<file path="config.mk">
export PLATFORM = sky130hd
export DESIGN_NAME = exception_unit
export DESIGN_NICKNAME = d
export VERILOG_FILES = /design/src/rtl/exception_unit.sv
export SDC_FILE = /design/constraint.sdc
export NUM_CORES = 1
export LEC_CHECK = 0
export CORE_ASPECT_RATIO = 0.7
export CORE_MARGIN = 2
export CORE_UTILIZATION = 42
export DETAILED_ROUTE_END_ITERATION = 12
export PLACE_DENSITY_LB_ADDON = 0.1
export SYNTH_ARGS = -nofsm -noshare
export SYNTH_HDL_FRONTEND = slang
export SYNTH_SLANG_ARGS = --single-unit
</file>
<file path="constraint.sdc">
create_clock -name clk -period 7.6 [get_ports clk]
set_input_delay 1.52 -clock clk [delete_from_list [all_inputs] [get_ports clk]]
set_output_delay 1.52 -clock clk [all_outputs]
set_load 0.02 [all_outputs]
</file>
<file path="src/rtl/exception_unit.sv">
// exception_unit: prioritises interrupt/exception/ERET events for CP0 and holds a one-cycle flush window.
// Also synchronises the external interrupt lines and counts the events taken.
module exception_unit #(
    parameter int SYNC_STAGES = 2,
    parameter int NUM_HWINT = 6,
    parameter int COUNT_WIDTH = 16,
    parameter logic [4:0] CAUSE_ERET = 5'd31
) (
    input  logic                   clk,
    input  logic                   reset,
    input  logic [NUM_HWINT-1:0]   hwInt,
    input  logic [NUM_HWINT-1:0]   statusIM,
    input  logic                   statusIE,
    input  logic                   statusEXL,
    input  logic                   memValid,
    input  logic                   memStall,
    input  logic [31:0]            memPC,
    input  logic                   memBD,
    input  logic                   memExc,
    input  logic [4:0]             memExcCode,
    input  logic                   memERET,
    output logic                   isException,
    output logic [4:0]             exceptionCause,
    output logic [31:0]            exceptionPC,
    output logic                   exceptionBD,
    output logic                   flush,
    output logic [NUM_HWINT-1:0]   ipPending,
    output logic [COUNT_WIDTH-1:0] eventCount
);
    typedef enum logic {IDLE = 1'b0, FLUSH = 1'b1} state_t;
    state_t state, nextState;
    logic [SYNC_STAGES-1:0][NUM_HWINT-1:0] syncQ;
    logic intReq, commit, takeEret;

    always_ff @(posedge clk or negedge reset)
        if (!reset) syncQ <= '0;
        else        syncQ <= {syncQ[SYNC_STAGES-2:0], hwInt};

    assign ipPending = syncQ[SYNC_STAGES-1];
    assign intReq = |(ipPending & statusIM) & statusIE & ~statusEXL;
    // Gated by reset so the combinational event path stays quiet while reset is held.
    assign commit = reset & memValid & ~memStall & (state == IDLE);

    always_ff @(posedge clk or negedge reset)
        if (!reset) state <= IDLE;
        else        state <= nextState;

    always_comb nextState = (state == IDLE && isException) ? FLUSH : IDLE;

    always_comb begin
        isException    = commit & (intReq | memExc | memERET);
        takeEret       = isException & ~intReq & ~memExc;
        exceptionCause = !isException ? 5'd0 : intReq ? 5'd0 : memExc ? memExcCode : CAUSE_ERET;
        exceptionBD    = isException & ~takeEret & memBD;
        exceptionPC    = !isException ? 32'd0 : exceptionBD ? memPC - 32'd4 : memPC;
        flush          = isException;
    end

    always_ff @(posedge clk or negedge reset)
        if (!reset) eventCount <= '0;
        else if (isException && !takeEret && !(&eventCount)) eventCount <= eventCount + 1'b1;
endmodule

</file>
# Word level (Yosys, flattened, before mapping)
# Index checks and enable logic that the tools add are counted.
# totals
regBits	29
inputBits	58
output_inout_bits	62
wordCells	38
# op_classes
addsub	2
muxes	6
bitwise_logic	19
n_reduce_logical	7
# op_table
op	n
32-bit 2-to-1 mux	2
32-bit by 3-bit subtractor with 32-bit output (second input constant)	1
16-bit by 1-bit adder with 16-bit output (second input constant)	1
16-bit AND reduction	1
5-bit 2-to-1 mux	3
1-bit AND	10
6-bit AND	1
1-bit inverter	6
6-bit OR reduction	1
1-bit logical AND	3
1-bit logical NOT	2
1-bit bitwise OR	2
1-bit 2-to-1 mux	1

# Logic depth before layout (Yosys ltp)
# Gate-level depths: netlist (run 1).
# logic_depth
word_depth	14
mapped_depth	8
depth_no_buf	6

# Worst setup path before layout (run 1)
# Ideal clock, no wire load.
# synth_timing
kind	input-to-output
startpoint	in memPC[10]
endpoint	out exceptionPC[22]
arrival_time_ns	4.047
required_time_ns	6.080
setup_slack_ns	2.033
stages	7
n_path_buf	2
path_cell_list	or4_1 buf_2 or4_1 buf_2 or4_4 or4_1 a21oi_1
# synth_between
elab_chain_len	3
# synth_rtl
item	line_no	source
from (decl)	17	input logic [31:0] memPC,
32-bit by 3-bit subtractor with 32-bit output	55	exceptionPC = !isException ? 32'd0 : exceptionBD ? memPC - 32'd4 : memPC;
32-bit 2-to-1 mux (2 in series)	55	
to (decl)	24	output logic [31:0] exceptionPC,
# Every way passes these cells.

# Worst setup path after layout (run 1)
# layout_timing
startpoint	in memPC[8]
endpoint	out exceptionPC[22]
# The elaborated chain is that of the path after synthesis.

==> impl_metrics.env, run 1 <==
export IMPL_status="complete, no violations"
export IMPL_worstSkewPairLatency_ns=0.28
export IMPL_number_of_sinks_driven_by_the_clock_tree=29
export IMPL_reg2reg_from="ipPending[1]"
export IMPL_route_final_wire_length_um=6610
export IMPL_final_setup_viol_count=0
export IMPL_grt_pass1_wl_um=10500
export IMPL_area_of_the_mapped_netlist_um2=2110
export IMPL_yosys_cell_count_top_type="sky130_fd_sc_hd__a21oi_1"
export IMPL_floorplan_io_pins=120
export IMPL_tritoncts_clock_tree="done"
export IMPL_critPathLaunchType="input pin"
export IMPL_min_period_over_period=0.858
export IMPL_syn_num_nets=309
export IMPL_power_leakage_nw=1.32
export IMPL_port_buffers=119
export IMPL_timing_max_slew_rel_slack=0.274
export IMPL_hold_start="syncQ[0]"
export IMPL_syn_instance_count=249
export IMPL_post_drt_antenna_nets=0
export IMPL_clkSlewWorstSetupHoldPaths_ns=0.06
export IMPL_synth_largest_area_cell="sky130_fd_sc_hd__dfrtp_1"
export IMPL_fin_crit_ns=6.52
export IMPL_wl_per_cell_um=15.4
export IMPL_core_area_um2=4810
export IMPL_vias_per_cell=5.56
export IMPL_drc=0
export IMPL_cts_root_buffer="sky130_fd_sc_hd__clkbuf_8"
export IMPL_synth_async_reset_ratio=1.00
export IMPL_clock_path_buffers=2
export IMPL_worstPathCellList="clkdlybuf4s50_1, or4_1, or4_1, or4_4, or4_1, a21oi_1, clkdlybuf4s50_1"
export IMPL_post_synth_num_cell_types=44
export IMPL_cts_hold_buffers_added=0
export IMPL_criticalPathCategory="input pin to output pin"
export IMPL_setup_reg_to_reg_worst_slack_ns=5.11
export IMPL_area_after_detailed_placement_um2=3320
export IMPL_cellPowerDensity_nw_per_um2=137
export IMPL_globalRouteOverflowTotal=0
export IMPL_maxSlewViolCount=0
export IMPL_synth_ff_type="sky130_fd_sc_hd__dfrtp_1"
export IMPL_die_height_um=63.3
export IMPL_htreeDepth=2
export IMPL_groute_usage_overall=0.237
export IMPL_start_util=0.439
export IMPL_cts_resized_gates=0
export IMPL_maximum_number_of_pins_on_one_net_before_global_route_repair=30
export IMPL_synth_enable_flop_cells=0
export IMPL_rows=21
export IMPL_first_pass_iters=4
export IMPL_timing_critical_path_max_delay_family="simple AND/OR/NAND/NOR gates"
export IMPL_grt_antenna_before_repair=0
export IMPL_fmax_ghz=0.153
export IMPL_syn2layout_area_growth_pct=62.2
export IMPL_synth_top_cells_by_count="sky130_fd_sc_hd__a21oi_1, sky130_fd_sc_hd__dfrtp_1, sky130_fd_sc_hd__inv_1"
export IMPL_timing_final_hold_violations=0
export IMPL_maxCapViolations=0
export IMPL_stdcell_area_um2=3420
export IMPL_most_used_cell_cp="sky130_fd_sc_hd__or4_1"
export IMPL_reg2reg_to="eventCount[9]"
export IMPL_path_buf_inv=2
export IMPL_grt_setup_unrepaired="false"
export IMPL_hpwlAfterDp_um=5080
export IMPL_min_delay_path_class="flip-flop to flip-flop"
export IMPL_timing_hold_worst_endpoint="ipPending[0]"
export IMPL_detailroute_via_count=2392
export IMPL_antenna_diode_count=0
export IMPL_critPathRequiredTime_ns=6.08
export IMPL_post_route_cells_drive_above_1_share=0.0554
export IMPL_synthDominantCellAreaShare=0.344
export IMPL_finalSetupTns_ns=0
export IMPL_die_w_um=88.7
export IMPL_post_cts_buffers=0
export IMPL_place_congestion=0.780
export IMPL_netlist_top_cells_area="sky130_fd_sc_hd__dfrtp_1, sky130_fd_sc_hd__a21oi_1, sky130_fd_sc_hd__xor2_1, sky130_fd_sc_hd__or4_1, sky130_fd_sc_hd__o31ai_1"
export IMPL_hold_path_depth=0
export IMPL_die_area_um2=5620
export IMPL_arrival_ns=5.00
export IMPL_finish_net_count=420
export IMPL_delay_of_the_slowest_cell_on_the_worst_path_ns=0.62
export IMPL_rr_worst_depth=5
export IMPL_postSynthRegisterBits=29
export IMPL_synthesized_area_divided_by_synthesized_cell_count_um2=8.48
export IMPL_drt_iter0_drc=104
export IMPL_design_power_total_mw=0.469
export IMPL_number_of_placed_instances_taps_included=422
export IMPL_synth_seq_area_share=0.344
export IMPL_yosysWarnings=0
export IMPL_final_cell_count_no_fill=430
export IMPL_cp_slowest_cell="sky130_fd_sc_hd__clkdlybuf4s50_1"
export IMPL_number_of_global_route_vias_before_repair=2195
export IMPL_vdd_ir_drop_max_mv=0.0989
export IMPL_skew_ns=0.00349
export IMPL_worstMarginPinSlew_ns=1.08
export IMPL_path_max_fanout=7
export IMPL_crit_path_end_kind="output pin"
export IMPL_numCtsBuffers=5
## through the flow
step,hold WS [ns],util,setup slack [ns]
floorplan,0.331,-,2.03
global placement,0.331,0.691,1.18
detailed placement,0.335,0.691,1.11
CTS,0.349,0.712,1.11
global route,0.364,0.712,1.00
finish,0.347,0.712,1.08
## registers in the layout, summed over array words and instances, names as in the netlist
| name | count |
|---|---|
| syncQ | 6 |
| eventCount | 16 |
| ipPending | 6 |
| state | 1 |
## routing by layer
layer,routed length [um],global-route usage
met5,0,0
met4,106,0.0587
met3,709,0.0734
met2,2810,0.359
met1,2980,0.329
## final cells by class
class	count	area, um^2
Fill cell	414	1390
Inverter	18	67.6
Sequential cell	29	726
Timing Repair Buffer	123	1220
Clock buffer	7	96.3
Multi-Input combinational cell	183	1220
Tap cell	69	86.3
Clock inverter	1	5.00
## how the worst max path moves through the flow
stage | to | cells past startpoint | start
2_1_floorplan | exceptionPC[22] | 7 | memPC[10]
3_3_place_gp | exceptionPC[22] | 7 | memPC[8]
3_5_place_dp | exceptionPC[22] | 7 | memPC[8]
4_1_cts | exceptionPC[22] | 7 | memPC[8]
5_1_grt | exceptionPC[22] | 7 | memPC[9]
6_report | exceptionPC[22] | 7 | memPC[8]
## placed cells by master, fill, tap and decap left out, drive strengths merged, types with 3 or more instances in the layout
cell and instances:
a21oi 33, a211oi 5, nand4 6, xnor2 3, clkdlybuf4s50 119, nor2 10
and2 5, a31o 3, xor2 14, or4 16, clkbuf 7, or3 12
nor3 4, nor4 5, buf 4, o211ai 4, o21ai 8, nand3 4
dfrtp 29, nor3b 3, o31ai 12, a22oi 3, nand2 7, inv 18
## cells by family after synthesis
logic type,after synthesis,share of synthesized area
fa+ha+maj,2,0.0119
compound gates,81,0.248
xor+xnor,17,0.0705
mux,3,0.0148
buf+inv,37,0.0794
flops,29,0.344
simple gates,80,0.231
## power by group
part	total [mW]	internal (mW)	leakage (nW)	switching (mW)
Clock	0.137	0.0816	0.0542	0.0557
Sequential	0.183	0.168	0.366	0.0154
Combinational	0.148	0.0765	0.899	0.0719
Total	0.469	0.326	1.32	0.143
No activity file was read; power rests on OpenSTA's default activity.
==> run 2: changes to the inputs <==
--- a/config.mk
+++ b/config.mk
@@ -10,6 +10,7 @@
 export CORE_UTILIZATION = 42
 export DETAILED_ROUTE_END_ITERATION = 12
 export PLACE_DENSITY_LB_ADDON = 0.1
+export REMOVE_ABC_BUFFERS = 1
 export SYNTH_ARGS = -nofsm -noshare
 export SYNTH_HDL_FRONTEND = slang
 export SYNTH_SLANG_ARGS = --single-unit
==> constraint.sdc (replaced) <==
create_clock -name clk -period 7.6 [get_ports clk]
set_input_delay 1.52 -clock clk [delete_from_list [all_inputs] [get_ports clk]]
set_output_delay 1.52 -clock clk [all_outputs]
set_load 0.005 [all_outputs]
==> run 2 against run 1 <==
Compared with the run above: utilization shrank 0.31 points; via count shrank 3.0%; worst setup slack gained 0.17 ns; critical path type unchanged; critical endpoint unchanged; largest cell class unchanged.
==> impl_metrics.env, run 2 (synthesis gave the netlist of run 1 again) <==
export IMPL_worstSkewPairLatency_ns=0.27
export IMPL_port_buffers=119
export IMPL_criticalPathCategory="input pin to output pin"
export IMPL_wl_per_cell_um=14.3
export IMPL_antenna_diode_count=0
export IMPL_final_setup_viol_count=0
export IMPL_htreeDepth=2
export IMPL_min_delay_path_class="flip-flop to flip-flop"
export IMPL_crit_path_end_kind="output pin"
export IMPL_fmax_ghz=0.157
export IMPL_die_height_um=63.3
export IMPL_fin_crit_ns=6.35
export IMPL_cts_root_buffer="sky130_fd_sc_hd__clkbuf_8"
export IMPL_timing_final_hold_violations=0
export IMPL_place_congestion=0.822
export IMPL_tritoncts_clock_tree="done"
export IMPL_clock_path_buffers=2
export IMPL_detailroute_via_count=2321
export IMPL_post_route_cells_drive_above_1_share=0.0500
export IMPL_skew_ns=0.00296
export IMPL_path_max_fanout=7
export IMPL_grt_use_met1=0.308
export IMPL_maxSlewViolCount=0
export IMPL_min_period_over_period=0.836
export IMPL_power_leakage_nw=1.31
export IMPL_gr_max_usage_layer="met2"
export IMPL_clkSlewWorstSetupHoldPaths_ns=0.06
export IMPL_cts_hold_buffers_added=0
export IMPL_final_hold_worst_slack_ns=0.347
export IMPL_critPathRequiredTime_ns=6.08
export IMPL_drc=0
export IMPL_number_of_sinks_driven_by_the_clock_tree=29
export IMPL_gr_usage_met3=0.0852
export IMPL_start_util=0.439
export IMPL_grt_pass1_wl_um=9890
export IMPL_timing_max_slew_rel_slack=0.417
export IMPL_floorplan_io_pins=120
export IMPL_critPathLaunchType="input pin"
export IMPL_worstMarginPinSlew_ns=0.869
export IMPL_core_area_um2=4810
export IMPL_grt_setup_unrepaired="false"
export IMPL_route_final_wire_length_um=6140
export IMPL_cellPowerDensity_nw_per_um2=127
export IMPL_hpwlAfterDp_um=4750
export IMPL_most_common_layout_cells="sky130_fd_sc_hd__clkdlybuf4s50_1, sky130_fd_sc_hd__a21oi_1, sky130_fd_sc_hd__dfrtp_1, sky130_fd_sc_hd__inv_1, sky130_fd_sc_hd__or4_1"
export IMPL_number_of_global_route_vias_before_repair=2177
export IMPL_die_w_um=88.7
export IMPL_globalRouteOverflowTotal=0
export IMPL_cts_resized_gates=0
export IMPL_arrival_ns=4.83
export IMPL_post_cts_buffers=0
export IMPL_post_drt_antenna_nets=0
export IMPL_status="complete, no violations"
export IMPL_grt_antenna_before_repair=0
export IMPL_grtUsageMet2=0.326
export IMPL_rows=21
export IMPL_largest_register_ff_count=16
export IMPL_groute_usage_overall=0.224
export IMPL_drt_iter0_drc=124
export IMPL_syn2layout_area_growth_pct=61.5
export IMPL_finalSetupTns_ns=0
export IMPL_top_register="eventCount"
export IMPL_maximum_number_of_pins_on_one_net_before_global_route_repair=31
export IMPL_vias_per_cell=5.41
export IMPL_first_pass_iters=4
export IMPL_die_area_um2=5620
export IMPL_numCtsBuffers=5
export IMPL_vdd_ir_drop_max_mv=0.131
export IMPL_layout_cells_most_common="sky130_fd_sc_hd__clkdlybuf4s50_1"
export IMPL_maxCapViolations=0
export IMPL_finish_net_count=420
-- run 2: worst paths after layout --
| path | startpoint | end | slack (ns) | depth (start not counted) |
|---|---|---|---|---|
| worst min register to register | syncQ[1] | ipPending[1] | 0.35 | 0 |
| max in group asynchronous | reset | eventCount[13] | 5.71 | 2 |
| min in group asynchronous | reset | syncQ[2] | 1.62 | 2 |
| worst max-delay path | memPC[8] | exceptionPC[22] | 1.25 | 7 |
| worst max register to register | ipPending[1] | eventCount[9] | 5.22 | 5 |
| worst min-delay path | syncQ[1] | ipPending[1] | 0.35 | 0 |
-- run 2: metal layers --
metal | vias to the layer above | share of wire | wire (um)
li1 | 1174 | - | -
met1 | 1042 | 0.47 | 2880
met2 | 96 | 0.42 | 2590
met3 | 9 | 0.098 | 601
met4 | 0 | 0.011 | 66
met5 | - | 0 | 0
-- run 2: power breakdown --
part           internal [mW]  leakage (nW)  switching [mW]  total (mW)
Sequential             0.168         0.366          0.0143       0.182
Clock                 0.0716        0.0443          0.0541       0.126
Combinational         0.0761         0.899          0.0483       0.124
-- run 2: worst max-delay path, cell delays in order --
cell	delay (ns)
sky130_fd_sc_hd__clkdlybuf4s50_1	0.48
sky130_fd_sc_hd__or4_1	0.60
sky130_fd_sc_hd__or4_1	0.54
sky130_fd_sc_hd__or4_4	0.55
sky130_fd_sc_hd__or4_1	0.48
sky130_fd_sc_hd__a21oi_1	0.15
sky130_fd_sc_hd__clkdlybuf4s50_1	0.51
-- run 2: area by class of cell --
type	instances	area, um^2
Timing Repair Buffer	123	1220
Fill cell	397	1400
Multi-Input combinational cell	183	1220
Tap cell	69	86.3
Inverter	18	67.6
Clock buffer	7	86.3
Sequential cell	29	726
-- run 2: stage by stage --
step | cells | util | area (um^2) | setup slack [ns] | total power, mW
5_1_grt | 429 | 0.709 | 3410 | 1.08 | 0.458
6_report | 429 | 0.709 | 3410 | 1.25 | 0.433
2_1_floorplan | 230 | - | 2010 | 2.30 | 0.222
3_5_place_dp | 422 | 0.691 | 3320 | 1.25 | 0.310
4_1_cts | 429 | 0.709 | 3410 | 1.25 | 0.436
3_3_place_gp | 422 | 0.691 | 3320 | 1.30 | 0.307
